$ cat config.mk
export PLATFORM = sky130hd
export DESIGN_NAME = cam_capture_ctrl
export DESIGN_NICKNAME = d
export VERILOG_FILES = /design/src/rtl/cam_capture_ctrl.sv
export SDC_FILE = /design/constraint.sdc
export NUM_CORES = 1
export LEC_CHECK = 0
export ABC_AREA = 0
export CAP_MARGIN = 5
export CELL_PAD_IN_SITES_DETAIL_PLACEMENT = 2
export CELL_PAD_IN_SITES_GLOBAL_PLACEMENT = 2
export CORE_ASPECT_RATIO = 0.7
export CORE_MARGIN = 3
export CORE_UTILIZATION = 35
export DETAILED_ROUTE_END_ITERATION = 16
export PLACE_DENSITY = 0.9
export SLEW_MARGIN = 5
export SYNTH_ARGS = -nofsm -noshare
export SYNTH_HDL_FRONTEND = slang
export SYNTH_SLANG_ARGS = --single-unit
$ cat constraint.sdc
create_clock -name i_clk -period 3.3 [get_ports i_clk]
set_input_delay 0.495 -clock i_clk [delete_from_list [all_inputs] [get_ports i_clk]]
set_output_delay 0.495 -clock i_clk [all_outputs]
set_load 0.01 [all_outputs]
$ cat src/rtl/cam_capture_ctrl.sv
// Frame-level sequencer for the OV7670 capture path: XCLK gating, SCCB wait,
// VSYNC-aligned capture into linear BRAM addresses and a tear-free ping-pong bank pair.
module cam_capture_ctrl #(
  parameter int H_WIDTH        = 320,
  parameter int V_WIDTH        = 240,
  parameter int ADDR_WIDTH     = $clog2(H_WIDTH*V_WIDTH),
  parameter int TIMEOUT_CYCLES = 2_500_000
) (
  input  logic                        i_clk,
  input  logic                        i_n_reset,
  input  logic                        i_start,
  input  logic                        i_stop,
  input  logic                        i_mode,
  input  logic                        i_cfg_done,
  input  logic                        i_vsync,
  input  logic                        i_pix_valid,
  input  logic [$clog2(H_WIDTH):0]    i_h_addr,
  input  logic [$clog2(V_WIDTH):0]    i_v_addr,
  input  logic                        i_rd_frame_start,
  output logic                        o_en_xclk,
  output logic                        o_wr_en,
  output logic [ADDR_WIDTH-1:0]       o_wr_addr,
  output logic                        o_wr_bank,
  output logic                        o_rd_bank,
  output logic                        o_frame_done,
  output logic [15:0]                 o_frame_count,
  output logic                        o_err_overrun,
  output logic                        o_err_timeout,
  output logic [2:0]                  o_state
);

  localparam int HA_W = $clog2(H_WIDTH) + 1;
  localparam int VA_W = $clog2(V_WIDTH) + 1;
  localparam int WD_W = $clog2(TIMEOUT_CYCLES) + 1;
  localparam logic [HA_W-1:0]       H_LIM    = HA_W'(H_WIDTH);
  localparam logic [VA_W-1:0]       V_LIM    = VA_W'(V_WIDTH);
  localparam logic [ADDR_WIDTH-1:0] H_STRIDE = ADDR_WIDTH'(H_WIDTH);
  localparam logic [WD_W-1:0]       WD_LAST  = WD_W'(TIMEOUT_CYCLES - 1);

  typedef enum logic [2:0] {
    ST_IDLE         = 3'd0,
    ST_WAIT_CFG     = 3'd1,
    ST_WAIT_VS_FALL = 3'd2,
    ST_CAPTURE      = 3'd3,
    ST_FRAME_END    = 3'd4
  } state_t;

  state_t                  state_r;
  state_t                  state_next_s;
  logic                    vs_d_r;
  logic                    mode_r;
  logic [WD_W-1:0]         wd_r;
  logic                    vs_rise_s;
  logic                    vs_fall_s;
  logic                    in_range_s;
  logic                    wd_active_s;
  logic                    start_ok_s;
  logic                    timeout_s;
  logic                    swap_s;
  logic                    frame_end_s;
  logic                    wr_hit_s;
  logic                    overrun_s;
  logic [ADDR_WIDTH-1:0]   addr_s;

  assign vs_rise_s   = i_vsync & ~vs_d_r;
  assign vs_fall_s   = ~i_vsync & vs_d_r;
  assign in_range_s  = (i_h_addr < H_LIM) && (i_v_addr < V_LIM);
  assign wd_active_s = (state_r == ST_WAIT_VS_FALL) || (state_r == ST_CAPTURE);
  assign addr_s      = ADDR_WIDTH'(i_v_addr) * H_STRIDE + ADDR_WIDTH'(i_h_addr);
  assign o_state     = state_r;

  // State register and VSYNC delay for edge detection
  always_ff @(posedge i_clk or negedge i_n_reset) begin
    if (!i_n_reset) begin
      state_r <= ST_IDLE;
      vs_d_r  <= 1'b0;
    end else begin
      state_r <= state_next_s;
      vs_d_r  <= i_vsync;
    end
  end

  // Next-state and per-cycle event decode; stop overrides every other event
  always_comb begin
    state_next_s = state_r;
    start_ok_s   = 1'b0;
    timeout_s    = 1'b0;
    swap_s       = 1'b0;
    frame_end_s  = 1'b0;
    wr_hit_s     = 1'b0;
    overrun_s    = 1'b0;
    if (i_stop) begin
      state_next_s = ST_IDLE;
    end else begin
      case (state_r)
        ST_IDLE: begin
          if (i_start) begin
            start_ok_s   = 1'b1;
            state_next_s = ST_WAIT_CFG;
          end else begin
            state_next_s = ST_IDLE;
          end
        end
        ST_WAIT_CFG: begin
          if (i_cfg_done) begin
            state_next_s = ST_WAIT_VS_FALL;
          end else begin
            state_next_s = ST_WAIT_CFG;
          end
        end
        ST_WAIT_VS_FALL: begin
          if (wd_r == WD_LAST) begin
            timeout_s    = 1'b1;
            state_next_s = ST_IDLE;
          end else if (vs_fall_s) begin
            state_next_s = ST_CAPTURE;
          end else begin
            state_next_s = ST_WAIT_VS_FALL;
          end
        end
        ST_CAPTURE: begin
          wr_hit_s  = i_pix_valid & in_range_s;
          overrun_s = i_pix_valid & ~in_range_s;
          if (wd_r == WD_LAST) begin
            timeout_s    = 1'b1;
            state_next_s = ST_IDLE;
          end else if (vs_rise_s) begin
            frame_end_s  = 1'b1;
            state_next_s = ST_FRAME_END;
          end else begin
            state_next_s = ST_CAPTURE;
          end
        end
        ST_FRAME_END: begin
          // Only a display frame start seen while already here may swap banks
          if (i_rd_frame_start) begin
            swap_s       = 1'b1;
            state_next_s = mode_r ? ST_WAIT_VS_FALL : ST_IDLE;
          end else begin
            state_next_s = ST_FRAME_END;
          end
        end
        default: begin
          state_next_s = ST_IDLE;
        end
      endcase
    end
  end

  // VSYNC watchdog: runs only while an edge is expected, restarts on any state change
  always_ff @(posedge i_clk or negedge i_n_reset) begin
    if (!i_n_reset) begin
      wd_r <= '0;
    end else if ((state_next_s != state_r) || !wd_active_s) begin
      wd_r <= '0;
    end else begin
      wd_r <= wd_r + WD_W'(1);
    end
  end

  // Registered outputs, bank ownership, sticky errors and latched mode
  always_ff @(posedge i_clk or negedge i_n_reset) begin
    if (!i_n_reset) begin
      o_en_xclk     <= 1'b0;
      o_wr_en       <= 1'b0;
      o_wr_addr     <= '0;
      o_wr_bank     <= 1'b0;
      o_rd_bank     <= 1'b1;
      o_frame_done  <= 1'b0;
      o_frame_count <= 16'd0;
      o_err_overrun <= 1'b0;
      o_err_timeout <= 1'b0;
      mode_r        <= 1'b0;
    end else begin
      o_en_xclk    <= (state_next_s != ST_IDLE);
      o_wr_en      <= wr_hit_s;
      o_frame_done <= frame_end_s;
      if (wr_hit_s) begin
        o_wr_addr <= addr_s;
      end
      if (frame_end_s) begin
        o_frame_count <= o_frame_count + 16'd1;
      end
      if (swap_s) begin
        o_rd_bank <= o_wr_bank;
        o_wr_bank <= ~o_wr_bank;
      end
      if (start_ok_s) begin
        mode_r        <= i_mode;
        o_err_overrun <= 1'b0;
        o_err_timeout <= 1'b0;
      end else begin
        if (overrun_s) begin
          o_err_overrun <= 1'b1;
        end
        if (timeout_s) begin
          o_err_timeout <= 1'b1;
        end
      end
    end
  end

endmodule

# Word-level counts from Yosys, hierarchy flattened
# Index checks and enable logic that the tools add are counted.
# word_totals
wordCells	74
regBits	68
# classes
mul	1
bitwise	8
eq_ne	6
reduce_logical	9
add_sub_neg	3
muxes	32
order_cmp	2
# op_table
cell	count
$add A23 B1 Y23 const B	1
$eq A23 B22 Y1 const B	1
$mux W1	23
$mux W23	1
$add A17 B10 Y17	1
$add A16 B1 Y16 const B	1
$pmux W3 S5	1
$mux W3	4
$mul A9 B3 Y11 const B	1
$lt A10 B9 Y1 const B	1
$lt A9 B8 Y1 const B	1
$eq A3 B2 Y1 const B	2
$mux W2	3
$and A1 B1 Y1	4
$not A1 Y1	4
$reduce_bool A2 Y1	2
$eq A3 B1 Y1 const B	1
$eq A3 B3 Y1 const B	1
$logic_not A3 Y1	1
$ne A3 B3 Y1	1
$reduce_bool A3 Y1	1
$logic_or A1 B1 Y1	2
$reduce_or A2 Y1	1
$logic_and A1 B1 Y1	1
$logic_not A1 Y1	1

# Longest topological paths before layout
# Gate-level depths: netlist of the first run.
# logic_depth
depth_word	9
mapped_depth	10
mapped_depth_nobuf	10

# Worst setup path before layout of the first run
# OpenSTA, ideal clock, no wires.
# synth_timing
path_type	input-to-reg
startpoint	in i_v_addr[1]
endpoint	reg o_wr_addr[16]
path_stages	10
setup_slack_ns	0.709
t_arrival_ns	2.495
n_path_buf	0
setup_time_ns	0.095
required_time_ns	3.205
cell_sequence	ha_1 ha_1 inv_1 fa_1 and2b_1 o22ai_1 xnor2_1 nand3_1 o31a_1 o31ai_1
# synth_between
elab_chain_cells	5
word_cells_on_any_way	7
# synth_lines
item	line_no	text
from (decl)	18	input logic [$clog2(V_WIDTH):0] i_v_addr,
branches (longest 5 deep; another with $add A17 B10 Y17)	--	
to (signal assigned)	179	o_wr_addr <= addr_s;
to (decl)	22	output logic [ADDR_WIDTH-1:0] o_wr_addr,
# Several ways; the timed one is not identified.
# A chain may end at the register's enable or synchronous reset.

# Final worst setup path of the first run
# Same ends and word-level chain as after synthesis.

==> results.tsv, run 1 <==
stage	metric	value	unit
critical_path	worstPathRequired	3.53	ns
pwr	swShare	25.6	%
synth	synthFlopType	dfrtp_1	
pwr	p_per_area	470	nW/um2
global_route	use_met3	6.23	%
critical_path	cp_common_cell	ha_1	
cells_and_area	final_common_cell	clkdlybuf4s50_1	
timing	relSlewSlack	39.5	%
detailed_routing	wire_per_inst	22.2	um
global_route	groute.layer.met1.usage	30.8	%
clock_network	cts_buffer_depth	2	
placement	gp_congestion	0.817	
detailed_routing	num_vias	3124	
timing	setup_viol	0	
placement	port_buffers	70	
timing	finClkSkew	0.0121	ns
clock_network	postCtsSetupRepairBufs	0	
detailed_routing	drt_wl_total	13000	um
clock_network	cts_hold_buf	0	
timing	fmax	330	MHz
detailed_routing	via_per_inst	5.33	
timing	timing.final.hold_violations	0	
placement	place_area	4560	um2
pwr	comb_power_share	14.9	%
clock_network	clock_latency	0.34	ns
detailed_routing	drt-initial-drc-count	104	
synth	syn_inst	373	
die	die-area	11900	um2
critical_path	cp_max_fo	3	
synth	synth_area_leaders	dfrtp_1, ha_1, xnor2_1	
die	ioPinCount	71	
placement	dp_hpwl	8940	um
detailed_routing	first_pass_iters	4	
global_route	grt_first_pass_wirelength	21200	um
synth	synth-seq-area-share	46.1	%
cells_and_area	drive_gt1_share	8.95	%
global_route	antenna_found_initial	0	
global_route	top_usage_layer	met2	
synth	ys_warn_count	0	
die	fp-row-count	30	
pwr	leakagePower	2.15	nW
cells_and_area	syn2layout_area_growth	32.6	%
clock_network	cts_resized	0	
critical_path	critPathKind	in -> reg	
pwr	power.internal	1.71	mW
die	die_y	92.0	um
timing	post-route-min-period	3.03	ns
timing	finalMaxSlewViolations	0	
clock_network	root_buffer	clkbuf_16	
synth	synth_cell_types	59	
global_route	grt_pass1_vias	3642	
critical_path	critical_path_arrival	3.26	ns
clock_network	cts_buffers	9	
critical_path	r2r_setup_slack	0.88	ns
critical_path	cp-start-kind	input pin	
cells_and_area	diodes	0	
pwr	clkPwrFrac	47.2	%
hold_path	worstHoldPathType	in -> async	
pwr	power	2.30	mW
clock_network	cts_tree	done	
cells_and_area	final_cell_mix	clkdlybuf4s50_1, dfrtp_1, nand2_1, nor2_1, xnor2_1	
cells_and_area	fin_nets	503	
cells_and_area	final_area	4900	um2
pwr	p_seq_share	37.9	%
timing	rsz0062_at_grt	false	
timing	final.period_utilization	91.7	%
die	coreArea	9980	um2
global_route	grt_max_degree	69	
critical_path	slowest_delay	0.48	ns
timing	tightest_slew	0.908	ns
synth	synthArstFlopShare	100	%
clock_network	cts.sinks	68	
job	max_cap_viol_count	0	
synth	yosys.area.top_type_share	45.3	%
synth	avgSynthCellArea	9.91	um2
clock_network	ctsHtreeMaxLevel	3	
pwr	ir_drop	0.283	mV
detailed_routing	antenna_left	0	
critical_path	path_cells	clkdlybuf4s50_1 > ha_1 > ha_1 > ha_1 > nor2_1 > a21oi_1 > and3b_1 > nand3_1 > o31a_1 > o31ai_1	
run_status	run_status	completed	
global_route	grt_use_total	23.2	%
synth	synthesis.area	3700	um2
critical_path	cp-end-kind	flip-flop	
synth	synth_enable_flop_cells	0	
die	die_w	129	um
global_route	grt_overflow_total	0	
detailed_routing	drc	0	
clock_network	path_clk_slew	0.06	ns
pwr	p_sw	588	uW
die	start_util	37.0	%
timing	fin_setup_tns	0	ns
synth	ys_ff_latch	68	
synth	synthesis.nets	423	
synth	synth.largest_area_cell	dfrtp_1	
global_route	gr-usage-met2	37.1	%
critical_path	slowest_stage	clkdlybuf4s50_1	
## cell families (layout without fill, tap and decap cells)
family / after synthesis / count (layout) / share of synthesized area (%)
adder cells (fa/ha/maj): 22 / 22 / 7.85
multiplexers: 5 / 5 / 1.49
flip-flops: 68 / 68 / 46.1
buffers and inverters: 22 / 107 / 2.88
AO/OA/AOI/OAI: 42 / 42 / 7.61
XOR/XNOR: 47 / 47 / 11.1
AND/OR/NAND/NOR: 167 / 167 / 23.0
## power by group through the flow
stage | Combinational [mW] | Clock [mW] | Sequential, mW
3_5_place_dp | 0.332 | 0 | 0.885
3_3_place_gp | 0.309 | 0 | 0.884
5_1_grt | 0.376 | 1.15 | 0.875
6_report | 0.344 | 1.09 | 0.872
4_1_cts | 0.346 | 1.11 | 0.872
2_1_floorplan | 0.163 | 0 | 0.887
## worst max-delay path, delay by kind of cell
kind / cells / cell delay (ns)
AOI/OAI and AO/OA: 3 / 0.77
adders and majority gates: 3 / 0.96
buffers and inverters: 1 / 0.48
and+or+nand+nor: 3 / 0.54
## stage by stage
stage / cells / util (%) / setup slack [ns] / hold slack (ns)
after floorplan: 373 / - / 0.709 / 0.199
after global placement: 570 / 45.7 / 0.164 / 0.458
after detailed placement: 570 / 45.7 / -0.00577 / 0.468
after CTS: 586 / 49.1 / 0.257 / 0.413
after global routing: 586 / 49.1 / 0.0595 / 0.443
final: 586 / 49.1 / 0.273 / 0.360
## cells in the mapped netlist, types with 2 or more instances
| cell | n |
|---|---|
| a211oi_1 | 2 |
| a21oi_1 | 5 |
| and2_1 | 5 |
| and3_1 | 9 |
| and4_1 | 2 |
| buf_2 | 3 |
| clkbuf_1 | 3 |
| dfrtp_1 | 67 |
| fa_1 | 2 |
| ha_1 | 20 |
| inv_1 | 12 |
| mux2_2 | 4 |
| nand2_1 | 47 |
| nand3_1 | 21 |
| nand3b_1 | 2 |
| nand4_1 | 13 |
| nor2_1 | 45 |
| nor3_1 | 3 |
| nor3b_1 | 2 |
| o211ai_1 | 2 |
| o21a_1 | 4 |
| o21ai_0 | 13 |
| o21ai_1 | 3 |
| o21bai_1 | 2 |
| or3_1 | 3 |
| xnor2_1 | 25 |
| xor2_1 | 22 |
## metal layers
metal | share of wire (%) | vias up
met3 | 4.6 | 20
met2 | 48 | 74
met5 | 0 | -
met4 | 2.0 | 0
li1 | - | 1446
met1 | 45 | 1584
## area by class of cell
| type | instances | area [um2] |
|---|---|---|
| fill | 1014 | 5080 |
| clock buffer | 11 | 253 |
| tap | 128 | 160 |
| clock inverter | 5 | 83.8 |
| multi-input combinational | 283 | 1890 |
| timing repair buffer | 77 | 748 |
| sequential | 68 | 1700 |
| inverter | 14 | 65.1 |
## state kept, by name, summed over array words and instances, names as in the netlist, 3 cells and up
signal and cells:
o_frame_count 16, o_wr_addr 17, wd_r 23, o_state 3
## worst paths after layout
path / startpoint / endpoint / cells after the start
min in group i_clk: o_wr_addr[6] / o_wr_addr[6] / 2
hold reg to reg: o_wr_addr[6] / o_wr_addr[6] / 2
setup reg to reg: wd_r[0] / o_frame_count[15] / 7
setup / recovery: i_v_addr[1] / o_wr_addr[16] / 10
max in group asynchronous: i_n_reset / o_wr_addr[7] / 2
hold / removal: i_n_reset / o_wr_addr[14] / 2
No activity file was read; power rests on OpenSTA's default activity.
==> inputs of run 2 (changes only) <==
ABC_CLOCK_PERIOD_IN_PS = 3300   (was default)
==> results of run 2 <==
The final DEF is identical to that of run 1; final timing and power are the same.
